===== config.mk =====
export PLATFORM = sky130hd
export DESIGN_NAME = uart_tx_mmio
export DESIGN_NICKNAME = d
export VERILOG_FILES = /design/src/rtl/uart_pkg.sv /design/src/rtl/uart_tx_fifo.sv /design/src/rtl/uart_tx_mmio.sv
export SDC_FILE = /design/constraint.sdc
export NUM_CORES = 1
export LEC_CHECK = 0
export CORE_MARGIN = 2
export CORE_UTILIZATION = 47
export DETAILED_ROUTE_END_ITERATION = 7
export PLACE_DENSITY = 0.8
export SYNTH_ARGS = -nofsm -noshare
export SYNTH_HDL_FRONTEND = slang
export SYNTH_HIERARCHICAL = 1
export SYNTH_SLANG_ARGS = --single-unit

===== constraint.sdc =====
create_clock -name clk -period 3.7 [get_ports clk]
set_input_delay 0.74 -clock clk [delete_from_list [all_inputs] [get_ports clk]]
set_output_delay 0.74 -clock clk [all_outputs]
set_load 0.05 [all_outputs]

===== src/rtl/uart_pkg.sv =====
// Shared UART definitions: register map, CON bit positions, transmitter FSM states.
// Latency: n/a (constants and types only).
// Backpressure: n/a.
package uart_pkg;

    // Default register addresses in the peripheral window
    localparam logic [31:0] UART_ADDR_TXD = 32'h40000018;
    localparam logic [31:0] UART_ADDR_CON = 32'h40000020;

    // CON register bit positions
    localparam int CON_IRQ_EN   = 0;
    localparam int CON_TX_DONE  = 2;
    localparam int CON_FULL     = 3;
    localparam int CON_BUSY     = 4;
    localparam int CON_OVERFLOW = 5;

    typedef enum logic [1:0] {
        IDLE  = 2'd0,
        START = 2'd1,
        DATA  = 2'd2,
        STOP  = 2'd3
    } tx_state_e;

endpackage


===== src/rtl/uart_tx_fifo.sv =====
// Synchronous FIFO with first-word fall-through read data.
// Latency: a pushed word is visible on pop_dat the cycle after the push edge.
// Backpressure: push is refused when full unless a pop happens on the same edge.
//
// Ports: clk/reset (async active-low), push/push_dat, pop/pop_dat,
//        full, empty, count (occupancy, one bit wider than the pointers).
module tx_fifo #(
    parameter int WIDTH = 8,
    parameter int DEPTH = 4
) (
    input  logic                     clk,
    input  logic                     reset,
    input  logic                     push,
    input  logic [WIDTH-1:0]         push_dat,
    input  logic                     pop,
    output logic [WIDTH-1:0]         pop_dat,
    output logic                     full,
    output logic                     empty,
    output logic [$clog2(DEPTH):0]   count
);

    localparam int AW = $clog2(DEPTH);
    localparam logic [AW:0] DEPTH_C = (AW+1)'(DEPTH);

    logic [WIDTH-1:0] mem_q [DEPTH];
    logic [AW-1:0]    wr_ptr_q, wr_ptr_d;
    logic [AW-1:0]    rd_ptr_q, rd_ptr_d;
    logic [AW:0]      cnt_q, cnt_d;
    logic             do_push, do_pop;

    assign empty   = (cnt_q == '0);
    assign full    = (cnt_q == DEPTH_C);
    assign count   = cnt_q;
    assign pop_dat = mem_q[rd_ptr_q];

    // A pop on the same edge frees a slot, so a full FIFO can still accept.
    assign do_pop  = pop && !empty;
    assign do_push = push && (!full || do_pop);

    always_comb begin
        wr_ptr_d = wr_ptr_q;
        rd_ptr_d = rd_ptr_q;
        cnt_d    = cnt_q;
        if (do_push) wr_ptr_d = wr_ptr_q + 1'b1;  // pointers wrap naturally (power-of-two depth)
        if (do_pop)  rd_ptr_d = rd_ptr_q + 1'b1;
        case ({do_push, do_pop})
            2'b10:   cnt_d = cnt_q + 1'b1;
            2'b01:   cnt_d = cnt_q - 1'b1;
            default: cnt_d = cnt_q;
        endcase
    end

    always_ff @(posedge clk or negedge reset) begin
        if (!reset) begin
            wr_ptr_q <= '0;
            rd_ptr_q <= '0;
            cnt_q    <= '0;
        end else begin
            wr_ptr_q <= wr_ptr_d;
            rd_ptr_q <= rd_ptr_d;
            cnt_q    <= cnt_d;
        end
    end

    // Storage needs no reset: contents are only observable when cnt_q says so.
    always_ff @(posedge clk) begin
        if (do_push) mem_q[wr_ptr_q] <= push_dat;
    end

endmodule


===== src/rtl/uart_tx_mmio.sv =====
// Memory-mapped 8N1 UART transmitter: TXD write queues a byte, CON holds irq enable and status.
// Latency: byte written at edge E1 is popped at E2; line falls right after E2; frame = 10*CLKS_PER_BIT cycles.
// Backpressure: none on the bus; a TXD write to a full FIFO (no same-edge pop) is dropped and flags overflow.
//
// Ports: clk, reset (async active-low), rd/wr/addr/wdata/rdata (combinational rdata),
//        uart_tx (serial line, idle high), irqout (level, irq_en & tx_done).
module uart_tx_mmio
    import uart_pkg::*;
#(
    parameter int          CLKS_PER_BIT = 2604,
    parameter int          FIFO_DEPTH   = 4,
    parameter logic [31:0] ADDR_TXD     = UART_ADDR_TXD,
    parameter logic [31:0] ADDR_CON     = UART_ADDR_CON
) (
    input  logic        clk,
    input  logic        reset,
    input  logic        rd,
    input  logic        wr,
    input  logic [31:0] addr,
    input  logic [31:0] wdata,
    output logic [31:0] rdata,
    output logic        uart_tx,
    output logic        irqout
);

    localparam int CW = $clog2(CLKS_PER_BIT);
    localparam int FW = $clog2(FIFO_DEPTH);
    localparam logic [CW-1:0] BAUD_LAST = CW'(CLKS_PER_BIT - 1);

    tx_state_e     state_q, state_d;
    logic [CW-1:0] baud_q, baud_d;
    logic [2:0]    bit_q, bit_d;
    logic [7:0]    shift_q, shift_d;
    logic          irq_en_q, irq_en_d;
    logic          tx_done_q, tx_done_d;
    logic          overflow_q, overflow_d;

    logic          wr_txd, wr_con, rd_con;
    logic          baud_end, tx_set;
    logic          fifo_pop, fifo_full, fifo_empty;
    logic [7:0]    fifo_dat;
    logic [FW:0]   fifo_count;
    logic          unused_bits;

    assign wr_txd   = wr && (addr == ADDR_TXD);
    assign wr_con   = wr && (addr == ADDR_CON);
    assign rd_con   = rd && (addr == ADDR_CON);
    assign baud_end = (baud_q == BAUD_LAST);

    assign unused_bits = ^{wdata[31:8], fifo_count};

    tx_fifo #(
        .WIDTH (8),
        .DEPTH (FIFO_DEPTH)
    ) u_fifo (
        .clk      (clk),
        .reset    (reset),
        .push     (wr_txd),
        .push_dat (wdata[7:0]),
        .pop      (fifo_pop),
        .pop_dat  (fifo_dat),
        .full     (fifo_full),
        .empty    (fifo_empty),
        .count    (fifo_count)
    );

    // Transmit FSM: next state, baud/bit counters, shifter and FIFO pop.
    always_comb begin
        state_d  = state_q;
        baud_d   = baud_q + 1'b1;
        bit_d    = bit_q;
        shift_d  = shift_q;
        fifo_pop = 1'b0;
        tx_set   = 1'b0;
        case (state_q)
            IDLE: begin
                baud_d = '0;
                if (!fifo_empty) begin
                    fifo_pop = 1'b1;
                    shift_d  = fifo_dat;
                    state_d  = START;
                end
            end
            START: begin
                if (baud_end) begin
                    baud_d  = '0;
                    bit_d   = '0;
                    state_d = DATA;
                end
            end
            DATA: begin
                if (baud_end) begin
                    baud_d  = '0;
                    shift_d = shift_q >> 1;  // next data bit moves to shift_q[0]
                    if (bit_q == 3'd7) state_d = STOP;
                    else               bit_d   = bit_q + 1'b1;
                end
            end
            STOP: begin
                if (baud_end) begin
                    baud_d = '0;
                    tx_set = 1'b1;
                    // Chain straight into the next start bit when more data is queued.
                    if (!fifo_empty) begin
                        fifo_pop = 1'b1;
                        shift_d  = fifo_dat;
                        state_d  = START;
                    end else begin
                        state_d  = IDLE;
                    end
                end
            end
            default: state_d = IDLE;
        endcase
    end

    // Line is decoded from state so an async reset returns it high immediately.
    always_comb begin
        uart_tx = 1'b1;
        case (state_q)
            START:   uart_tx = 1'b0;
            DATA:    uart_tx = shift_q[0];
            default: uart_tx = 1'b1;
        endcase
    end

    // Sticky flags: a set on the same edge as a CON read wins over the clear.
    always_comb begin
        irq_en_d   = wr_con ? wdata[0] : irq_en_q;
        tx_done_d  = tx_set | (tx_done_q & ~rd_con);
        overflow_d = (wr_txd & fifo_full & ~fifo_pop) | (overflow_q & ~rd_con);
    end

    always_ff @(posedge clk or negedge reset) begin
        if (!reset) begin
            state_q    <= IDLE;
            baud_q     <= '0;
            bit_q      <= '0;
            shift_q    <= '0;
            irq_en_q   <= 1'b0;
            tx_done_q  <= 1'b0;
            overflow_q <= 1'b0;
        end else begin
            state_q    <= state_d;
            baud_q     <= baud_d;
            bit_q      <= bit_d;
            shift_q    <= shift_d;
            irq_en_q   <= irq_en_d;
            tx_done_q  <= tx_done_d;
            overflow_q <= overflow_d;
        end
    end

    always_comb begin
        rdata = '0;
        if (rd_con) begin
            rdata[CON_IRQ_EN]   = irq_en_q;
            rdata[CON_TX_DONE]  = tx_done_q;
            rdata[CON_FULL]     = fifo_full;
            rdata[CON_BUSY]     = (state_q != IDLE);
            rdata[CON_OVERFLOW] = overflow_q;
        end
    end

    assign irqout = irq_en_q & tx_done_q;

endmodule


==> impl_metrics.toml <==
[route]
route.detailed.drc = 0
dr.pass1.iters = 4
drt_iter0_drc = 94
ant_nets = 0
highest-signal-layer = "met4"
wire_per_inst_um = 13.9
routed_wl_um = 5940
dr_total_vias = 2109
wl_met3_um = 365
vias_per_cell = 4.94
met2_wirelength_um = 3040
met1_length_um = 2460

[worst_setup_path]
max_stage_delay_ns = 0.83
path_cells = "inv_1, ha_1, nand2_1, o21ai_0, clkdlybuf4s50_1"
path_max_fanout = 15
crit-reg2reg-capture = "u_fifo/count[2]$_DFFE_PN0P_"
reg2regPathDepth = 11
startpoint_type = "flip-flop"
worstSetupStartpoint = "state_q[0]$_DFFE_PN0P_"
cp-end-kind = "primary output"
worstPathRequired_ns = 2.96
r2r_start = "baud_q[4]$_DFF_PN0_"
arrival_ns = 2.53
crit_end = "uart_tx"
cp_slowest_cell = "clkdlybuf4s50_1"
reg2reg_slack_ns = 0.81
critPathKind = "flip-flop to primary output"

[yosys]
syn_inst = 269
synth_area_leaders = "edfxtp_1 28%, dfrtp_1 26%, buf_4 6.2%, mux4_2 5.3%, ha_1 4.8%"
synth_top_area_share_pct = 28.4
seq_area_frac_synth_pct = 54.2
avgSynthCellArea_um2 = 12.6
ys_seq_elements = 67
synth_warnings = 6
ys.flop_type = "dfrtp_1"
yosysUniqueCellTypes = 49
synth_area_mm2 = 0.00339
yosysTopAreaCell = "edfxtp_1"
synth-edff-count = 32
ys_async_sr_fraction_pct = 52.2

[power]
clockPowerShare_pct = 40.9
powerDensity_mw_per_mm2 = 367
seqPwrFrac_pct = 51.2
p_switching_uw = 381
p_int_uw = 1140
p_sw_share_pct = 25.0
p_leak_uw = 0.00168
power_frac_comb_pct = 7.9
peakVddDrop_mv = 0.300

[cells_and_area]
seq_area_mm2 = 0.00184
final_cell_count_no_fill = 427
fill_cells = 569
final_cell_mix = "45 x clkdlybuf4s50_1, 35 x dfrtp_1, 32 x edfxtp_1"
final_common_cell = "clkdlybuf4s50_1"
multi_input_area_mm2 = 0.00138
antennaDiodeCount = 0
area_growth_pct = 22.5
drive_gt1_share_pct = 15.1
final_area_mm2 = 0.00415
layout.nets = 408

[run_status]
outcome = "finished, final reports clean"

[clocking]
clock_path_buffers = 2
clkSinkCount = 67
path_clk_slew_ns = 0.08
cts-hold-fix-buffers = 0
cts_tree = "done"
tritoncts.num_buffers = 9
htree_levels = 3
cts_resized = 0
clk-insertion-delay-late_ns = 0.35
root_buffer = "clkbuf_8"
cts_setup_buffers = 0

[sta]
fmax_mhz = 306
slew_viol_final = 0
worstMarginPinSlew_ns = 0.688
hold_viol = 0
setup_viol = 0
clock-skew-final_ns = 0.00765
rsz0062_at_grt = "no"
max_slew_margin_pct = 53.8
finalCriticalPeriod_ns = 3.27
finalCritPeriodShare_pct = 88.4
fin_setup_tns_ns = 0

[global_routing]
overflow = 0
track_usage_pct = 17.1
grt_max_degree = 36
grt_pass1_wl_um = 10000
antenna_found_initial = 0
grt_pass1_vias = 2124

[floorplan]
coreArea_mm2 = 0.00687
die_x_um = 88.9
die_area_mm2 = 0.00790
start_util_pct = 49.3
die_y_um = 88.9
io_pins = 102
core.rowCount = 30

[placement]
post-dp-hpwl_um = 4450
globalplace.congestion = 0.763
dpl_cell_area_mm2 = 0.00394
numPortBuffers = 50
place_inst = 411

[flow_run]
cap_violations = 0

[worst_hold_path]
hold_class = "flip-flop to flip-flop"
-- synthesized netlist by cell type, drive strengths merged, types with 2 or more instances --
library cell,instances
mux2,2
nor4b,2
inv,11
or2,2
a22o,3
xor2,7
mux4,8
and3,11
buf,31
mux2i,8
and2,6
o21ai,6
nor4,5
nor2,24
dfrtp,35
nand3,4
nand2,13
xnor2,9
nand4,3
edfxtp,32
a21oi,9
ha,13
nor3,6
-- through the flow --
stage | hold WS (ns) | power (uW) | utilization, % | setup slack (ns)
after floorplan | 0.444 | 881 | - | 0.656
after global placement | 0.471 | 915 | 57.4 | 0.540
after detailed placement | 0.475 | 917 | 57.4 | 0.467
after CTS | 0.487 | 1540 | 60.4 | 0.390
after global routing | 0.533 | 1580 | 60.4 | 0.203
final | 0.487 | 1520 | 60.4 | 0.429
-- sequential cells by signal (all words and copies together) (netlist names) --
register,count
u_fifo/mem_q,32
baud_q,12
shift_q,8
bit_q,3
u_fifo/count,3
state_q,2
u_fifo/rd_ptr_q,2
u_fifo/wr_ptr_q,2
irq_en_q,1
overflow_q,1
tx_done_q,1
-- final cells by class --
class,count,share of cell area (%)
Multi-Input combinational cell,185,33.3
Tap cell,96,2.90
Clock buffer,9,2.99
Sequential cell,67,44.3
Inverter,11,0.995
Clock inverter,7,1.96
Timing Repair Buffer,52,13.6
-- how the worst min path moves through the flow --
stage                         start              endpoint  slack (ns)  cells after the start
4_1_cts         baud_q[0]$_DFF_PN0_   baud_q[0]$_DFF_PN0_        0.49                      1
6_report        baud_q[0]$_DFF_PN0_   baud_q[0]$_DFF_PN0_        0.49                      1
5_1_grt        overflow_q$_DFF_PN0_  overflow_q$_DFF_PN0_        0.53                      1
3_3_place_gp   overflow_q$_DFF_PN0_  overflow_q$_DFF_PN0_        0.47                      1
3_5_place_dp    baud_q[0]$_DFF_PN0_   baud_q[0]$_DFF_PN0_        0.47                      1
2_1_floorplan                 reset   baud_q[0]$_DFF_PN0_        0.44                      0
-- cell families after synthesis --
group | Yosys count | synth area share, %
other cells | 1 | 0.111
simple gates | 84 | 14.0
compound gates | 26 | 5.76
mux | 18 | 8.46
flops | 67 | 54.2
fa+ha+maj | 14 | 5.39
xor+xnor | 16 | 4.14
buf+inv | 43 | 7.91
-- power groups by stage --
stage	logic [uW]	registers [uW]	clock network, uW
4_1_cts	121	780	634
3_5_place_dp	121	796	0
5_1_grt	129	780	670
6_report	121	780	623
2_1_floorplan	84.3	796	0
3_3_place_gp	119	796	0
-- worst max-delay path, delay by kind of cell (launching register included) --
family                   cells  cell delay [ns]
AO/OA/AOI/OAI                1             0.11
adder cells (fa/ha/maj)      1             0.58
buffers and inverters        2             0.96
flip-flops                   1             0.44
AND/OR/NAND/NOR              1             0.09
-- layer usage --
layer	GRT usage, %	vias up
met4	7.85	0
met1	20.8	1015
met5	0	-
met3	5.45	9
met2	28.0	63
li1	-	1022
No activity file was read; power rests on OpenSTA's default activity.
